<file path="src/rtl/reg_file_sb.sv">
// reg_file_sb: register file with NUM_RD combinational read ports, one write port and a RAW-hazard scoreboard
// Ports: clk, rst (sync, active-high); rd_addr/rd_used/rd_data per read port; we/wr_addr/wr_data write port;
//        issue_valid/issue_dst/flush feed the scoreboard; pause (per port) and stall (OR of pause) go to decode.
// Option: define REGFILE_BYPASS_EN for write-through bypass; the oldest slot is then excluded from the hazard compare.
module reg_file_sb #(
  parameter int DATA_W    = 32,
  parameter int ADDR_W    = 5,
  parameter int NUM_RD    = 2,
  parameter int HAZ_DEPTH = 3
) (
  input  logic                     clk,
  input  logic                     rst,
  input  logic [NUM_RD*ADDR_W-1:0] rd_addr,
  input  logic [NUM_RD-1:0]        rd_used,
  output logic [NUM_RD*DATA_W-1:0] rd_data,
  input  logic                     we,
  input  logic [ADDR_W-1:0]        wr_addr,
  input  logic [DATA_W-1:0]        wr_data,
  input  logic                     issue_valid,
  input  logic [ADDR_W-1:0]        issue_dst,
  input  logic                     flush,
  output logic [NUM_RD-1:0]        pause,
  output logic                     stall
);
`ifdef REGFILE_BYPASS_EN
  localparam int NCMP = HAZ_DEPTH - 1;
`else
  localparam int NCMP = HAZ_DEPTH;
`endif
  logic [DATA_W-1:0] regs [2**ADDR_W];
  logic [ADDR_W-1:0] sb [HAZ_DEPTH];
  always_ff @(posedge clk) begin
    if (rst) begin
      for (int i = 0; i < 2**ADDR_W; i++) regs[i] <= '0;
    end else if (we && wr_addr != '0) begin
      regs[wr_addr] <= wr_data;
    end
  end
  // A stalled instruction enters as a bubble so it can re-present next cycle.
  always_ff @(posedge clk) begin
    if (rst || flush) begin
      for (int i = 0; i < HAZ_DEPTH; i++) sb[i] <= '0;
    end else begin
      sb[0] <= (issue_valid && !stall) ? issue_dst : '0;
      for (int i = 1; i < HAZ_DEPTH; i++) sb[i] <= sb[i-1];
    end
  end
  for (genvar k = 0; k < NUM_RD; k++) begin : g_port
    logic [ADDR_W-1:0] ra;
    logic              hit;
    assign ra = rd_addr[k*ADDR_W +: ADDR_W];
`ifdef REGFILE_BYPASS_EN
    assign rd_data[k*DATA_W +: DATA_W] = ra == '0 ? '0 : (we && wr_addr == ra) ? wr_data : regs[ra];
`else
    assign rd_data[k*DATA_W +: DATA_W] = ra == '0 ? '0 : regs[ra];
`endif
    always_comb begin
      hit = 1'b0;
      for (int i = 0; i < NCMP; i++) hit = hit | (sb[i] == ra);
    end
    assign pause[k] = issue_valid && rd_used[k] && ra != '0 && hit;
  end
  assign stall = |pause;
endmodule

</file>
<file path="config.mk">
export PLATFORM = sky130hd
export DESIGN_NAME = reg_file_sb
export DESIGN_NICKNAME = d
export VERILOG_FILES = /design/src/rtl/reg_file_sb.sv
export SDC_FILE = /design/constraint.sdc
export NUM_CORES = 2
export LEC_CHECK = 0
export CELL_PAD_IN_SITES_DETAIL_PLACEMENT = 1
export CELL_PAD_IN_SITES_GLOBAL_PLACEMENT = 1
export CORE_ASPECT_RATIO = 2
export CORE_MARGIN = 5
export CORE_UTILIZATION = 50
export DETAILED_ROUTE_END_ITERATION = 10
export PLACE_DENSITY_LB_ADDON = 0.1
export SLEW_MARGIN = 10
export SYNTH_ARGS = -nofsm -noshare
export SYNTH_HDL_FRONTEND = slang
export SYNTH_SLANG_ARGS = --single-unit
</file>
<file path="constraint.sdc">
create_clock -name clk -period 6.9 [get_ports clk]
set_clock_uncertainty 0.2 [all_clocks]
set_input_delay 2.07 -clock clk [delete_from_list [all_inputs] [get_ports clk]]
set_output_delay 2.07 -clock clk [all_outputs]
set_load 0.02 [all_outputs]
</file>
Word level (Yosys, flattened, before mapping)
Memory sizes are Yosys's and may differ from the RTL's.
Index checks and enable logic that the tools add are counted.
{"block": "totals", "register_bits": 0, "ramBits": 1039, "inputBits": 59, "output_inout_bits": 67, "word_cells": 49, "mem_count": 2}
{"memory": "regs", "depth": 32, "word_bits": 32, "rd": 2, "rd_ports_with_merged_regs": 0, "write_ports": 32, "line": "30", "rtl": "logic [DATA_W-1:0] regs [2**ADDR_W];"}
{"memory": "sb", "depth": 3, "word_bits": 5, "rd": 3, "rd_ports_with_merged_regs": 0, "write_ports": 3, "line": "31", "rtl": "logic [ADDR_W-1:0] sb [HAZ_DEPTH];"}
{"block": "op_classes", "n_eq_ne": 6, "n_mux": 17, "bitwise": 7, "n_reduce_logical": 17}
{"op": "$mux 32", "count": 3}
{"op": "$reduce_or 32->1", "count": 1}
{"op": "$eq 5x5->1", "count": 6}
{"op": "$mux 5", "count": 5}
{"op": "$reduce_bool 5->1", "count": 3}
{"op": "$logic_not 5->1", "count": 2}
{"op": "$mux 1", "count": 9}
{"op": "$logic_and 1x1->1", "count": 8}
{"op": "$or 1x1->1", "count": 7}
{"op": "$reduce_or 2->1", "count": 1}
{"op": "$logic_not 1->1", "count": 1}
{"op": "$logic_or 1x1->1", "count": 1}

Longest topological paths before layout
{"block": "logic_depth", "depth_word": 9, "depth_mapped": 9}

Worst setup path before layout
Ideal clock, no wire load.
{"block": "synth_timing", "path_type": "input -> output", "from": "input rd_addr[1]", "to": "output rd_data[0]", "t_arrival_ns": 3.839, "t_required_ns": 4.630, "setup_slack_ns": 0.791, "stages": 7, "path_buffers": 3, "cell_sequence": "buf_2 clkbuf_1 buf_1 mux4_2 mux4_2 nand2_1 o21ai_1"}
{"block": "synth_via", "elab_chain_len": 2, "elab_cells_between_ends": 3}
{"item": "start: declaration", "line": "13", "rtl": "input logic [NUM_RD*ADDR_W-1:0] rd_addr,"}
{"item": "$mem_v2 32x32 or $logic_not 5->1 (tied branches)"}
{"item": "$mux 32 *", "line": "55", "rtl": "assign rd_data[k*DATA_W +: DATA_W] = ra == '0 ? '0 : regs[ra];"}
{"item": "end: declaration", "line": "15", "rtl": "output logic [NUM_RD*DATA_W-1:0] rd_data,"}
Every way passes the cells marked *; elsewhere a longest branch is shown, timed or not.

Worst setup path in the final report
{"block": "layout_timing", "from": "input rd_addr[7]", "to": "output rd_data[41]"}
Same word-level chain as after synthesis.

==> summary.md <==
| Metric | Value |
|---|---|
| Outcome | `finished, violations left` |
| Failing checks | `negative setup slack` |
| Hold Buf Count CTS | `0` |
| DIE AREA | `0.1187 mm²` |
| Routed vias | `about 37000` |
| Seq/Total Area, Yosys | `between 50% and 60%` |
| Tmin final | `between 6 and 7 ns` |
| Max Freq | `143.9 MHz` |
| Area grow syn2layout | `13.12%` |
| Post-place setup slack | `-0.1773 ns` |
| Post-synth top flop | `edfxtp_1` |
| Latest clock arrival within the worst-skew pair | `just over 0.7 ns` |
| Post-synth EDFFs | `1024` |
| First-pass GRT wire length | `approximately 290 mm` |
| DRT iter0 DRCs | `between 4000 and 5000` |
| Worst setup slack after layout | `-0.04762 ns` |
| Initial antenna violation count | `16` |
| Slowest stage delay, CP | `1.05 ns` |
| Layout cells sized above 1 | `23.37%` |
| FF+latch area | `approximately 0.031 mm²` |
| Area of the multi-input gates | `0.02319 mm²` |
| Detail Route Antenna Nets | `0` |
| FFs w/ async S/R, synth | `0%` |
| CP delay by family, top | `simple AND/OR/NAND/NOR gates` |
| GP Congestion | `approximately 0.87` |
| Largest net degree at the start of global routing | `65` |
| Port bufs | `about 130` |
| Commonest cells after routing, fill and taps aside | `1024 x edfxtp_1, 1002 x and2_1, 451 x mux4_2, 290 x mux2i_1, 196 x buf_4` |
| Mapped Area | `approximately 0.056 mm²` |
| Root buf cell | `clkbuf_16` |
| Residual DRC count | `0` |
| Clock sinks | `~1000` |
| Synth top area share | `between 50% and 60%` |
| Synth Instances | `around 3800` |
| GRT Total Usage | `about a third` |
| Setup-failing EPs final | `2` |
| Tcrit/Tclk final | `100.7%` |
| CP max FO | `13` |
| Synth top area cells | `edfxtp_1 55%, mux4_2 18%, and2_1 11%` |
| Critical path arrival | `4.68 ns` |
| GR met1 Demand/Resource | `around two fifths` |
| Core Rows | `173` |
| DRT Pass-1 Iters | `6` |
| Vias/cell | `between 6 and 7` |
| LEAKAGE | `~23 nW` |
| Htree depth | `3` |
| Initial Utilization | `50.21%` |
| Die extent in x | `between 200 and 250 µm` |
| Post-synth top area cell | `edfxtp_1` |
| Maxcap violations | `0` |
| Mean routed wirelength per cell | `approximately 38 µm` |
| Clock transition at path regs | `approximately 0.07 ns` |
| Worst setup SP type | `input port` |
| Synth Warn # | `0` |
| Crit path buf inv count | `3` |
| Final non-filler cell total | `between 5000 and 6000` |
| Crit end category | `output pin` |
| CTS tree | `built` |
| Layout filler cell count | `10350` |
| Worst path required time | `~4.6 ns` |
| DIE HEIGHT | `around 480 µm` |
| Core footprint | `approximately 0.11 mm²` |
| Slowest stage cell, crit path | `nor2b_2` |
| Most common cell after layout, fill and taps aside | `edfxtp_1` |
| IO Pins | `about 130` |
| Worst vdd ir | `between 0.0002 and 0.00025 V` |
| Rel. slew slack | `under 10%` |
| Fin. max-slew vios | `0` |
| Final nets | `~4000` |
| Avg Cell Area, Syn | `roughly 15 µm²` |
| Met2 usage | `roughly three fifths` |
| Overall routed net length | `206.4 mm` |
| GR Util met3 | `6.159%` |
| Final hold violation count | `0` |
| Clock Path Buffers | `3` |
| Cell variety after synth | `35` |
| Inst Count DP | `~5300` |
| Vias in the first global route | `~40000` |
| Total CTS buffers | `between 90 and 100` |
| RSZ-0062 raised after global routing | `false` |
| WS Path Type | `in -> out` |
| Slew @ Worst Pin | `between 1 and 1.5 ns` |
| GRT Residual Overflow | `0` |
| HP Class | `reg -> reg` |
| Crit-path cells | `buf_8 > buf_4 > nor2b_2 > a22oi_1 > nand2_1 > a211o_1 > a21oi_1 > clkdlybuf4s50_1` |
| #FFs+latches synth | `roughly 1000` |
| Pwr Density | `roughly 240 mW/mm²` |
| DP HPWL | `~130 mm` |
| Most used routing layer | `met2` |
==> final timing paths <==
path / start / end / slack [ns] / cells past startpoint
setup / recovery: rd_addr[7] / rd_data[41] / -0.05 / 8
hold reg to reg: sb[0][9] / sb[0][14] / 0.31 / 1
setup reg to reg: sb[0][1] / sb[0][2] / 5.05 / 6
hold / removal: sb[0][9] / sb[0][14] / 0.31 / 1
==> registers in the layout (all words and copies together), names as in the netlist <==
name,flops
regs,1024
sb,15
==> stage by stage <==
stage               utilization [%]  hold WS, ns  total power [W]   TNS, ns  instance area [µm²]
floorplan                         -       0.2905         0.008740         0                55870
global placement              53.86       0.3073         0.009597   -0.5161                59810
detailed placement            53.86       0.3091         0.009692   -0.7434                59810
CTS                           56.70       0.3163          0.01515         0                62960
global route                  56.78       0.3365          0.01553         0                63060
finish                        56.80       0.3145          0.01512  -0.07766                63070
==> layout make-up <==
class                           count  area share [%]
Timing Repair Buffer              364           5.892
Inverter                           32          0.1904
Antenna cell                        9         0.03571
Sequential cell                  1039           49.23
Clock buffer                      117           4.102
Multi-Input combinational cell   2366           36.77
Tap cell                         1487           2.950
Clock inverter                     57          0.8352
==> kinds of logic (layout without fill, tap and decap cells) <==
logic type | after synthesis | count (layout) | share of synthesized area [%]
AO/OA/AOI/OAI | 280 | 280 | 3.357
XOR/XNOR | 30 | 30 | 0.4712
buffers and inverters | 425 | 570 | 3.474
flip-flops | 1039 | 1039 | 55.69
multiplexers | 742 | 742 | 23.44
other | 1 | 41 | 0.006725
AND/OR/NAND/NOR | 1281 | 1282 | 13.56
==> cell usage after synthesis (all sizes together) (33+ instances only) <==
master	number
nand2	103
buf	122
nor2	71
mux4	451
nor2b	33
a22oi	101
and2	1005
a21oi	60
clkbuf	271
edfxtp	1024
mux2i	291
==> routing by layer <==
layer	vias up	routed length, µm
met2	2183	106900
met3	724	16070
li1	14490	-
met4	8	13350
met5	-	55
met1	19400	70000
==> power breakdown <==
group	total [W]	internal (W)	switching, W
clock	0.00551	0.00303	0.00248
combinational	0.00212	0.000911	0.00121
sequential	0.00749	0.00728	0.000209
==> repair_timing <==
| item | in CTS | in global routing |
|---|---|---|
| pin swaps | 0 | 2 |
| gates resized for setup | 11 | 16 |
| setup buffers | 0 | 0 |
| setup endpoints to repair | 12 | 15 |
| cloned | 0 | 2 |
Note: power is estimated with default switching activity, not from simulation.
